==> src/rtl/frame_rx_pkg.sv <==
// Shared types and frame constants for the serial frame receiver with
// a commit/rollback byte FIFO.
package frame_rx_pkg;
  typedef enum logic [2:0] {IDLE, START, SIZE, DATA, CRC, STOP} rx_state_t;

  localparam int FS_BITS     = 4;
  localparam int CRC_BITS    = 8;
  localparam int MIN_BAUD    = 3;
  localparam int NOISE_LIMIT = 2;
endpackage

==> src/rtl/crc8_serial.sv <==
// Bit-serial CRC-8, MSB first, zero initial value.
module crc8_serial #(
  parameter logic [7:0] POLY = 8'h07
) (
  input  logic       clk,
  input  logic       reset,
  input  logic       clr,
  input  logic       en,
  input  logic       din,
  output logic [7:0] crc
);
  always_ff @(posedge clk or posedge reset) begin
    if (reset)    crc <= '0;
    else if (clr) crc <= '0;
    else if (en)  crc <= {crc[6:0], 1'b0} ^ ((crc[7] ^ din) ? POLY : 8'h00);
  end
endmodule

==> src/rtl/frame_rx_fifo.sv <==
// Oversampled serial frame receiver; bytes are staged into a FIFO and only
// become visible once the frame's CRC and stop bit check out.
module frame_rx_fifo
  import frame_rx_pkg::*;
#(
  parameter int         BW    = 8,
  parameter int         DEPTH = 32,
  parameter logic [7:0] POLY  = 8'h07
) (
  input  logic                     clk,
  input  logic                     reset,
  input  logic                     rx,
  input  logic [BW-1:0]            baudrate,
  input  logic                     rd,
  output logic [7:0]               dataout,
  output logic                     empty,
  output logic [$clog2(DEPTH):0]   count,
  output logic                     dr,
  output logic                     nf,
  output logic                     fe,
  output logic                     ce,
  output logic                     over
);
  localparam int AW = $clog2(DEPTH);

  rx_state_t     state, state_nxt;
  logic [BW-1:0] baud_lat, smp_cnt, ones, zeros;
  logic [BW-1:0] ones_n, zeros_n, minority;
  logic          bit_done, bit_val, bit_noise;
  logic [2:0]    bit_cnt;
  logic [4:0]    byte_cnt, fs_len;
  logic [7:0]    shift, field, crc;
  logic [AW:0]   wr_ptr, wr_tmp, rd_ptr;
  logic [7:0]    mem [DEPTH];
  logic          crc_clr, crc_en, field_done, staged_full, byte_wr;

  // Voting includes the current sample, so the bit resolves on sample B itself.
  always_comb begin
    ones_n    = ones + BW'(rx);
    zeros_n   = zeros + BW'(!rx);
    bit_done  = (state != IDLE) && ((smp_cnt + BW'(1)) == baud_lat);
    bit_val   = ones_n > zeros_n;
    minority  = bit_val ? zeros_n : ones_n;
    bit_noise = (minority > BW'(NOISE_LIMIT)) || (ones_n == zeros_n);
    field     = {shift[6:0], bit_val};
  end

  always_comb begin
    state_nxt  = state;
    field_done = 1'b0;
    crc_clr    = 1'b0;
    crc_en     = 1'b0;
    case (state)
      IDLE:  if (rx) state_nxt = START;
      START: if (bit_done) begin
        field_done = 1'b1;
        crc_clr    = bit_val;
        state_nxt  = bit_val ? SIZE : IDLE;
      end
      SIZE:  if (bit_done) begin
        crc_en = 1'b1;
        if (bit_cnt == 3'(FS_BITS - 1)) begin
          field_done = 1'b1;
          state_nxt  = DATA;
        end
      end
      DATA:  if (bit_done) begin
        crc_en = 1'b1;
        if (bit_cnt == 3'd7) begin
          field_done = 1'b1;
          if (byte_cnt == fs_len - 5'd1) state_nxt = CRC;
        end
      end
      CRC:   if (bit_done && bit_cnt == 3'(CRC_BITS - 1)) begin
        field_done = 1'b1;
        state_nxt  = STOP;
      end
      STOP:  if (bit_done) begin
        field_done = 1'b1;
        state_nxt  = IDLE;
      end
      default: state_nxt = IDLE;
    endcase
  end

  assign staged_full = (wr_tmp - rd_ptr) == (AW+1)'(DEPTH);
  assign byte_wr     = (state == DATA) && field_done && !over && !staged_full;

  always_ff @(posedge clk or posedge reset) begin
    if (reset) state <= IDLE;
    else       state <= state_nxt;
  end

  always_ff @(posedge clk or posedge reset) begin
    if (reset) begin
      baud_lat <= BW'(MIN_BAUD);
      smp_cnt  <= '0;
      ones     <= '0;
      zeros    <= '0;
      bit_cnt  <= '0;
      byte_cnt <= '0;
      fs_len   <= 5'd16;
      shift    <= '0;
      wr_ptr   <= '0;
      wr_tmp   <= '0;
      rd_ptr   <= '0;
      dr       <= 1'b0;
      nf       <= 1'b0;
      fe       <= 1'b0;
      ce       <= 1'b0;
      over     <= 1'b0;
    end else begin
      dr <= 1'b0;
      if (state == IDLE) begin
        if (rx) begin
          // The detecting sample is the first sample of the start bit.
          baud_lat <= (baudrate < BW'(MIN_BAUD)) ? BW'(MIN_BAUD) : baudrate;
          smp_cnt  <= BW'(1);
          ones     <= BW'(1);
          zeros    <= '0;
          bit_cnt  <= '0;
          byte_cnt <= '0;
          nf       <= 1'b0;
          fe       <= 1'b0;
          ce       <= 1'b0;
          over     <= 1'b0;
        end
      end else if (bit_done) begin
        smp_cnt <= '0;
        ones    <= '0;
        zeros   <= '0;
        shift   <= field;
        bit_cnt <= field_done ? 3'd0 : bit_cnt + 3'd1;
        if (bit_noise) nf <= 1'b1;
      end else begin
        smp_cnt <= smp_cnt + BW'(1);
        ones    <= ones_n;
        zeros   <= zeros_n;
      end

      case (state)
        START: if (bit_done && !bit_val) nf <= 1'b1;
        SIZE:  if (field_done) fs_len <= (field[3:0] == 4'd0) ? 5'd16 : {1'b0, field[3:0]};
        DATA:  if (field_done) begin
          byte_cnt <= byte_cnt + 5'd1;
          if (byte_wr)    wr_tmp <= wr_tmp + (AW+1)'(1);
          else if (!over) over   <= 1'b1;
        end
        CRC:   if (field_done && field != crc) ce <= 1'b1;
        STOP:  if (field_done) begin
          if (bit_val) fe <= 1'b1;
          if (!bit_val && !ce && !over) begin
            wr_ptr <= wr_tmp;
            dr     <= 1'b1;
          end else begin
            wr_tmp <= wr_ptr;
          end
        end
        default: ;
      endcase

      if (rd && !empty) rd_ptr <= rd_ptr + (AW+1)'(1);
    end
  end

  always_ff @(posedge clk) begin
    if (byte_wr) mem[wr_tmp[AW-1:0]] <= field;
  end

  crc8_serial #(.POLY(POLY)) u_crc (
    .clk   (clk),
    .reset (reset),
    .clr   (crc_clr),
    .en    (crc_en),
    .din   (bit_val),
    .crc   (crc)
  );

  assign empty   = (wr_ptr == rd_ptr);
  assign count   = wr_ptr - rd_ptr;
  assign dataout = empty ? 8'h00 : mem[rd_ptr[AW-1:0]];
endmodule

==> config.mk <==
export PLATFORM = sky130hd
export DESIGN_NAME = frame_rx_fifo
export DESIGN_NICKNAME = d
export VERILOG_FILES = /design/src/rtl/frame_rx_pkg.sv /design/src/rtl/crc8_serial.sv /design/src/rtl/frame_rx_fifo.sv
export SDC_FILE = /design/constraint.sdc
export NUM_CORES = 1
export LEC_CHECK = 0
export BUFFER_PORTS_ARGS = -buffer_cell sky130_fd_sc_hd__buf_2
export CAP_MARGIN = 20
export CORE_ASPECT_RATIO = 1.2
export CORE_UTILIZATION = 45
export DETAILED_ROUTE_END_ITERATION = 12
export PLACE_DENSITY = 0.62
export SYNTH_ARGS = -nofsm -noshare
export SYNTH_HDL_FRONTEND = slang
export SYNTH_SLANG_ARGS = --single-unit
==> constraint.sdc <==
create_clock -name clk -period 4.8 [get_ports clk]
set_input_delay 0.48 -clock clk [delete_from_list [all_inputs] [get_ports clk]]
set_output_delay 0.48 -clock clk [all_outputs]
set_load 0.01 [all_outputs]
==> results.py, run 1 <==
metrics = {
    "outcome": {
        "status": "complete, no violations",
    },
    "placement": {
        "dp_hpwl_mm": 20.4,
        "dpl_cell_area_um2": 15900,
        "dp_cells": 1444,
        "pre_cts_ws_ns": 0.943,
        "port_buffers": 31,
        "gp_congestion": 0.828,
    },
    "final_layout": {
        "final_cell_mix": "edfxtp_1 (256), dfrtp_1 (81), mux4_2 (80)",
        "syn_to_final_growth_pct": 12.5,
        "post-route-util_pct": 51.5,
        "final_nets": 1074,
        "multi_input_area_um2": 5040,
        "nFillCells": 2757,
        "drive_gt1_share_pct": 22.3,
        "final_common_cell": "edfxtp_1",
        "stdcell_area_um2": 17100,
        "seq_area_um2": 9850,
        "diodes": 0,
        "instances_no_fill": 1506,
    },
    "cts": {
        "cts_inserted_buffers": 35,
        "insertion_delay_ns": 0.53,
        "clock_path_buffers": 3,
        "cts_num_sinks": 342,
        "h-tree-depth": 2,
        "cts_setup_buffers": 0,
        "clock-root-buffer": "clkbuf_16",
        "tritoncts": "done",
        "clk_pin_slew_worst_paths_ns": 0.06,
        "hold_buffers": 0,
        "cts_resized": 0,
    },
    "setup_path": {
        "critPathCaptureType": "flip-flop",
        "crit_fanout": 11,
        "path_class": "reg2reg",
        "cpMostUsedCell": "nor2_1",
        "cp_slowest_cell": "nor2_1",
        "start_kind": "flip-flop",
        "cp_slowest_stage_delay_ns": 0.79,
        "crit_required_ns": 4.94,
        "crit_arrival_ns": 3.84,
        "crit_chain": "clkinv_1 > ha_1 > nor2_1 > a21oi_1 > xnor2_1 > o211a_1 > nand2_1 > nor2_1",
    },
    "timing": {
        "fin_crit_ns": 3.69,
        "fin_crit_sh_pct": 77.0,
        "max-slew-margin-rel_pct": 31.7,
        "tns_ns": 0,
        "report.final.slew_viol_count": 0,
        "max_freq_mhz": 271,
        "final-setup-viol-count": 0,
        "fin_skew_ns": 0.0235,
        "setup_slack_ns": 1.11,
        "hold_viol_final": 0,
        "grt_setup_unrepaired": "no",
        "tightest_slew_ns": 1.03,
        "whs_ns": 0.0153,
    },
    "route": {
        "via_per_inst": 5.63,
        "postRouteAntennaNets": 0,
        "drt_iter0_markers": 673,
        "num_vias": 8474,
        "wire_per_inst_um": 21.0,
        "route.detailed.drc": 0,
        "firstDrtPassIters": 5,
        "drt-total-wl_mm": 31.7,
    },
    "logic_synthesis": {
        "synth-seq-cells": 342,
        "yosysSeqAreaShare_pct": 64.9,
        "avgSynthCellArea_um2": 15.5,
        "synthFlopType": "edfxtp_1",
        "syn-num-nets": 1021,
        "synth.distinct_cells": 71,
        "synth_edf_count": 256,
        "syn_area_um2": 15200,
        "syn-instance-count": 978,
        "synth_async_sr_flop_share_pct": 25.1,
        "yosys_warnings": 0,
    },
    "grt": {
        "grt_max_degree": 69,
        "antenna_found_initial": 0,
        "overflow": 0,
        "grt_pass1_wl_mm": 50.4,
        "grt_pass1_vias": 8732,
        "gr-usage-all-layers_pct": 19.4,
    },
    "power": {
        "total_power_mw": 8.34,
        "vdd_drop_max_uv": 431,
        "pwr-share-comb_pct": 25.6,
        "powerDensity_nw_per_um2": 489,
        "switching_share_pct": 29.9,
        "power_switching_mw": 2.50,
        "intPower_mw": 5.84,
        "p_clk_share_pct": 31.8,
        "leakagePower_nw": 5.58,
        "pwr-share-seq_pct": 42.6,
    },
    "floorplanning": {
        "start_util_pct": 45.7,
        "num_io_pins": 32,
        "fp.dieW_um": 170,
        "die_h_um": 203,
        "dieArea_um2": 34400,
        "coreArea_um2": 33200,
        "rows": 73,
    },
    "min_path": {
        "hp-class": "in2async",
    },
    "flow_run": {
        "drv_cap": 0,
    },
}
[per-layer routing]
layer | global-route usage, % | vias to the layer above | routed length [um] | share of wire [%]
met1 | 26.2 | 4309 | 13700 | 43
met2 | 32.1 | 216 | 15700 | 50
li1 | - | 3901 | - | -
met3 | 3.02 | 48 | 1470 | 4.6
met5 | 0 | - | 0 | 0
met4 | 6.31 | 0 | 760 | 2.4
[worst paths after layout]
path                                end  cells after the start   startpoint  slack [ns]
setup / recovery             mem[26][4]                      8    rd_ptr[4]        1.11
hold / removal             u_crc.crc[7]                      2        reset        0.02
setup reg to reg             mem[26][4]                      8    rd_ptr[4]        1.11
hold reg to reg             baud_lat[1]                      2  baud_lat[1]        0.49
max in group asynchronous       ones[1]                      3        reset        3.81
min in group clk            baud_lat[3]                      2  baudrate[3]        0.20
[synth_stat cells, drive strengths merged, types with 4 or more instances]
library cell / n / area share [%]
edfxtp: 256 / 51
o211ai: 4 / 0.20
mux2i: 7 / 0.46
nand3b: 5 / 0.25
and3: 7 / 0.29
nand4: 17 / 0.74
a31oi: 7 / 0.29
xor2: 19 / 1.1
nor2: 68 / 1.7
nor2b: 6 / 0.25
ha: 30 / 2.5
nor4: 5 / 0.35
o31ai: 4 / 0.20
nand3: 14 / 0.46
a21o: 4 / 0.20
o21ai: 58 / 1.9
a22o: 12 / 0.69
clkbuf: 27 / 0.68
a21oi: 25 / 0.90
inv: 30 / 0.74
nor3: 13 / 0.43
nand2: 71 / 1.8
a211o: 4 / 0.23
or2: 4 / 0.17
dfrtp: 83 / 14
or3: 4 / 0.17
xnor2: 29 / 1.7
mux2: 21 / 1.7
buf: 15 / 0.45
mux4: 80 / 12
[layout make-up]
cell class,instances,area share [%]
tap,450,3.30
clock inverter,19,1.12
timing repair buffer,58,2.17
inverter,31,0.697
sequential,342,57.7
multi-input combinational,563,29.6
clock buffer,43,5.43
[power groups by stage]
stage / logic (mW) / clock network (mW) / registers [mW]
after floorplan: 1.54 / 0 / 3.59
after global placement: 2.12 / 0 / 3.61
after detailed placement: 2.15 / 0 / 3.61
after CTS: 2.16 / 2.71 / 3.55
after global routing: 2.34 / 2.81 / 3.57
final: 2.13 / 2.65 / 3.56
[sequential cells by signal, summed over array words and instances (netlist names)]
name	count
baud_lat	8
bit_cnt	3
byte_cnt	5
ce	1
dr	1
fe	1
fs_len	5
mem	256
nf	1
ones	8
over	1
rd_ptr	6
shift	7
smp_cnt	8
state	3
u_crc.crc	8
wr_ptr	6
wr_tmp	6
zeros	8
[worst max-delay path: cells and delay by family (launching register included)]
| kind | cells | cell delay [ns] |
|---|---|---|
| xor+xnor | 1 | 0.30 |
| fa+ha+maj | 1 | 0.44 |
| flops | 1 | 0.56 |
| buf+inv | 1 | 0.38 |
| compound gates | 2 | 0.37 |
| simple gates | 3 | 1.25 |
[cell families after synthesis]
family / after synthesis / synth area share, %
buffers and inverters: 73 / 1.90
adder cells (fa/ha/maj): 31 / 2.61
AND/OR/NAND/NOR: 231 / 7.45
AO/OA/AOI/OAI: 143 / 6.06
flip-flops: 342 / 64.9
XOR/XNOR: 50 / 3.07
multiplexers: 108 / 14.0
Power figures use the tool's default switching activity.
==> run 2, diff against run 1 <==
==> constraint.sdc (replaced) <==
create_clock -name clk -period 3.65 [get_ports clk]
set_input_delay 0.365 -clock clk [delete_from_list [all_inputs] [get_ports clk]]
set_output_delay 0.365 -clock clk [all_outputs]
set_load 0.01 [all_outputs]
==> results.py, run 2 (synthesis gave the netlist of run 1 again) <==
metrics = {
    "timing": {
        "hold_viol_final": 0,
        "tns_ns": 0,
        "fin_crit_sh_pct": 95.8,
        "fin_crit_ns": 3.50,
        "tightest_slew_ns": 1.01,
        "max-slew-margin-rel_pct": 33.0,
        "max_freq_mhz": 286,
        "fin_skew_ns": 0.0182,
        "report.final.slew_viol_count": 0,
        "final-setup-viol-count": 0,
        "grt_setup_unrepaired": "no",
    },
    "setup_path": {
        "setup.worst_path.start": "rd_ptr[0]",
        "path_class": "reg2out",
        "start_kind": "flip-flop",
        "crit_arrival_ns": 3.13,
        "regToRegSetupSlack_ns": 0.29,
        "crit_fanout": 51,
        "reg2reg_to": "wr_ptr[5]",
        "cp-endpoint": "dataout[6]",
        "crit_required_ns": 3.28,
        "critPathCaptureType": "primary output",
        "reg2reg_depth": 12,
        "r2r-start": "ones[0]",
    },
    "cts": {
        "insertion_delay_ns": 0.52,
        "cts_inserted_buffers": 36,
        "clk_pin_slew_worst_paths_ns": 0.06,
        "cts_setup_buffers": 0,
        "h-tree-depth": 2,
        "clock_path_buffers": 3,
        "clock-root-buffer": "clkbuf_16",
        "cts_num_sinks": 342,
        "tritoncts": "done",
    },
    "route": {
        "firstDrtPassIters": 5,
        "num_vias": 8613,
        "drt_iter0_markers": 607,
        "route.detailed.drc": 0,
        "via_per_inst": 5.59,
        "drt-total-wl_mm": 32.3,
        "wire_per_inst_um": 20.9,
        "postRouteAntennaNets": 0,
    },
    "placement": {
        "port_buffers": 31,
        "dpl_cell_area_um2": 16200,
        "dp_hpwl_mm": 21.2,
        "gp_congestion": 0.851,
    },
    "grt": {
        "antenna_found_initial": 0,
        "grt_pass1_wl_mm": 50.3,
        "grt_pass1_vias": 8677,
        "gr-usage-all-layers_pct": 19.5,
        "grt_max_degree": 68,
        "overflow": 0,
    },
    "final_layout": {
        "multi_input_area_um2": 5040,
        "drive_gt1_share_pct": 24.2,
        "syn_to_final_growth_pct": 14.6,
        "post-route-util_pct": 52.4,
        "nFillCells": 2749,
        "stdcell_area_um2": 17400,
        "final_common_cell": "edfxtp_1",
        "final_cell_mix": "edfxtp_1 (256), dfrtp_1 (81), mux4_2 (80)",
        "largest_register_ffs": 256,
        "final_nets": 1106,
        "diodes": 0,
        "seq_area_um2": 9850,
    },
    "outcome": {
        "status": "complete, no violations",
    },
    "floorplanning": {
        "rows": 73,
        "fp.dieW_um": 170,
        "num_io_pins": 32,
        "start_util_pct": 45.7,
        "dieArea_um2": 34400,
        "die_h_um": 203,
        "coreArea_um2": 33200,
    },
    "flow_run": {
        "drv_cap": 0,
    },
    "power": {
        "leakagePower_nw": 5.76,
        "powerDensity_nw_per_um2": 636,
        "vdd_drop_max_uv": 480,
    },
    "min_path": {
        "hp-class": "in2reg",
        "hold_depth": 2,
    },
}
-- run 2: changes by cell type in the layout (fill, tap and decap cells not counted), moves of 2 or more --
cell | before | now
buf_16 | 0 | 3
clkinv_2 | 8 | 3
bufinv_16 | 3 | 0
clkinv_1 | 4 | 9
clkbuf_16 | 36 | 38
clkbuf_8 | 0 | 6
buf_4 | 26 | 54
-- run 2: layer usage --
metal  wire length [um]  vias up  GRT usage, %
met3               1510       64          3.18
met4               1000        0          6.63
met2              16000      191          32.6
met5                  0        -             0
met1              13800     4392          26.0
li1                   -     3966             -
-- run 2: metrics by stage --
| stage | total power, mW | instances | hold WS, ns | setup slack [ns] |
|---|---|---|---|---|
| finish | 11.1 | 1541 | 0.0878 | 0.154 |
| global placement | 7.63 | 1472 | 0.474 | 0.258 |
| detailed placement | 7.66 | 1474 | 0.487 | 0.183 |
| CTS | 11.2 | 1541 | 0.0657 | 0.0780 |
| global route | 11.6 | 1541 | 0.0707 | 0.00627 |
| floorplan | 6.75 | 978 | 0.452 | 0.230 |
-- run 2: worst min-delay path by stage --
stage | from | slack (ns) | to
5_1_grt | baudrate[3] | 0.07 | baud_lat[3]
3_5_place_dp | baud_lat[0] | 0.49 | baud_lat[0]
3_3_place_gp | baud_lat[0] | 0.47 | baud_lat[0]
6_report | baudrate[3] | 0.09 | baud_lat[3]
4_1_cts | baudrate[3] | 0.07 | baud_lat[3]
2_1_floorplan | rx | 0.45 | byte_cnt[2]
-- run 2: cell type report --
cell class,count,area share (%)
clock inverter,15,0.497
sequential,342,56.7
multi-input combinational,563,29.0
inverter,31,0.684
tap,450,3.24
clock buffer,51,6.10
timing repair buffer,89,3.76
-- run 2: critical path: stages, from the launching register on --
cell     delay (ns)
dfrtp_4        0.68
buf_16         0.36
mux4_2         0.61
mux4_2         0.54
nand2_1        0.09
a21oi_1        0.07
buf_2          0.14
-- run 2: report_power, final --
part | internal, mW | switching, mW | total, mW
combinational | 1.19 | 1.64 | 2.83
sequential | 4.53 | 0.204 | 4.73
clock | 2.03 | 1.47 | 3.50
-- run 2: repair_timing --
action,in CTS,in global routing
hold buffers,1,0
resized for setup,0,1
endpoints found under the hold margin,49,0
endpoints found under the setup margin,0,6
==> run 3, diff against run 2 <==
==> constraint.sdc (replaced) <==
create_clock -name clk -period 3.65 [get_ports clk]
set_input_delay 0.73 -clock clk [delete_from_list [all_inputs] [get_ports clk]]
set_output_delay 0.73 -clock clk [all_outputs]
set_load 0.01 [all_outputs]
==> results.py, run 3 (synthesis gave the netlist of run 1 again) <==
metrics = {
    "outcome": {
        "status": "complete, no violations",
    },
    "route": {
        "num_vias": 8570,
        "postRouteAntennaNets": 0,
        "drt-total-wl_mm": 32.5,
        "wire_per_inst_um": 20.9,
        "drt_iter0_markers": 524,
        "firstDrtPassIters": 5,
        "via_per_inst": 5.51,
        "route.detailed.drc": 0,
    },
    "final_layout": {
        "multi_input_area_um2": 5040,
        "diodes": 0,
        "nFillCells": 2731,
        "stdcell_area_um2": 17500,
        "seq_area_um2": 9850,
        "largest_register_ffs": 256,
        "final_common_cell": "edfxtp_1",
        "drive_gt1_share_pct": 25.5,
        "final_cell_mix": "edfxtp_1 (256), dfrtp_1 (81), mux4_2 (80)",
        "syn_to_final_growth_pct": 15.6,
        "final_nets": 1124,
    },
    "grt": {
        "overflow": 0,
        "gr-usage-all-layers_pct": 19.8,
        "grt_max_degree": 68,
        "grt_pass1_vias": 8891,
        "antenna_found_initial": 0,
        "grt_pass1_wl_mm": 51.2,
    },
    "setup_path": {
        "path_buf_inv": 2,
        "crit_required_ns": 2.92,
        "path_class": "reg2out",
        "crit_arrival_ns": 2.70,
        "cpMostUsedCell": "mux4_2",
        "critPathCaptureType": "primary output",
        "cp_slowest_cell": "mux4_2",
        "cp_slowest_stage_delay_ns": 0.56,
        "cp_top_family": "multiplexers",
        "crit_chain": "buf_4 > mux4_2 > mux4_2 > nand2_1 > a21oi_1 > buf_2",
        "crit_fanout": 8,
        "start_kind": "flip-flop",
    },
    "timing": {
        "fin_crit_sh_pct": 94.1,
        "max-slew-margin-rel_pct": 36.9,
        "max_freq_mhz": 291,
        "grt_setup_unrepaired": "no",
        "final-setup-viol-count": 0,
        "tightest_slew_ns": 0.944,
        "fin_crit_ns": 3.43,
        "fin_skew_ns": 0.0198,
        "tns_ns": 0,
        "report.final.slew_viol_count": 0,
        "whs_ns": 0.315,
        "setup_slack_ns": 0.217,
        "hold_viol_final": 0,
    },
    "placement": {
        "pre_cts_ws_ns": -0.0428,
        "dp_hpwl_mm": 21.4,
        "gp_congestion": 0.834,
        "port_buffers": 31,
        "dpl_cell_area_um2": 16300,
    },
    "floorplanning": {
        "start_util_pct": 45.7,
        "num_io_pins": 32,
        "die_h_um": 203,
        "dieArea_um2": 34400,
        "fp.dieW_um": 170,
        "coreArea_um2": 33200,
        "rows": 73,
    },
    "cts": {
        "cts_num_sinks": 342,
        "clock_path_buffers": 3,
        "h-tree-depth": 2,
        "clk_pin_slew_worst_paths_ns": 0.06,
        "clock-root-buffer": "clkbuf_16",
        "cts_inserted_buffers": 36,
        "tritoncts": "done",
        "insertion_delay_ns": 0.52,
    },
    "power": {
        "powerDensity_nw_per_um2": 645,
        "vdd_drop_max_uv": 600,
        "leakagePower_nw": 5.86,
        "total_power_mw": 11.3,
    },
    "min_path": {
        "hp-class": "in2async",
    },
    "flow_run": {
        "drv_cap": 0,
    },
}
run 3: layout make-up:
cell class,count,share of cell area [%]
clock inverters,13,0.671
multi-input cells,563,28.8
flip-flops and latches,342,56.2
repair buffers,107,4.63
inverters,31,0.678
clock buffers,49,5.83
well taps,450,3.21
run 3: worst paths after layout:
kind	cells past startpoint	from	endpoint	slack [ns]
max	6	rd_ptr[0]	dataout[5]	0.22
min	2	reset	shift[4]	0.31
max reg2reg	9	smp_cnt[0]	wr_tmp[5]	0.42
min reg2reg	2	baud_lat[0]	baud_lat[0]	0.49
max in group asynchronous	3	reset	baud_lat[0]	2.65
min in group clk	2	baudrate[3]	baud_lat[3]	0.45
run 3: power by group:
part	total [mW]	leakage (nW)	internal (mW)	switching (mW)
Combinational	3.05	2.35	1.35	1.71
Clock	3.55	0.562	2.10	1.45
Sequential	4.69	2.95	4.53	0.169
run 3: what timing repair did:
action                                  4_1_cts  5_1_grt
gates resized for setup                       2        0
endpoints found under the setup margin        8        0
buffers inserted                              3        0
hold buffers                                  0        0
run 3: routing by layer:
metal  global-route usage, %  vias to the layer above  routed length [um]
li1                        -                     3993                   -
met5                       0                        -                   0
met2                    34.0                      160               16400
met4                    6.89                        0                 927
met3                    3.22                       55                1280
met1                    25.5                     4362               13900
run 3: worst reg2reg max path, cell delays in order (launching register included):
cell,delay [ns]
dfrtp_1,0.43
ha_1,0.33
nand2_1,0.12
nor3b_1,0.21
o2111ai_1,0.27
or4_1,0.72
nor2_1,0.32
or2_1,0.35
mux2i_1,0.24
o211ai_1,0.11
run 3: per-stage QoR:
step / util, % / cells
after floorplan: - / 978
after global placement: 49.2 / 1488
after detailed placement: 49.2 / 1489
after CTS: 52.8 / 1554
after global routing: 52.9 / 1555
final: 52.9 / 1555
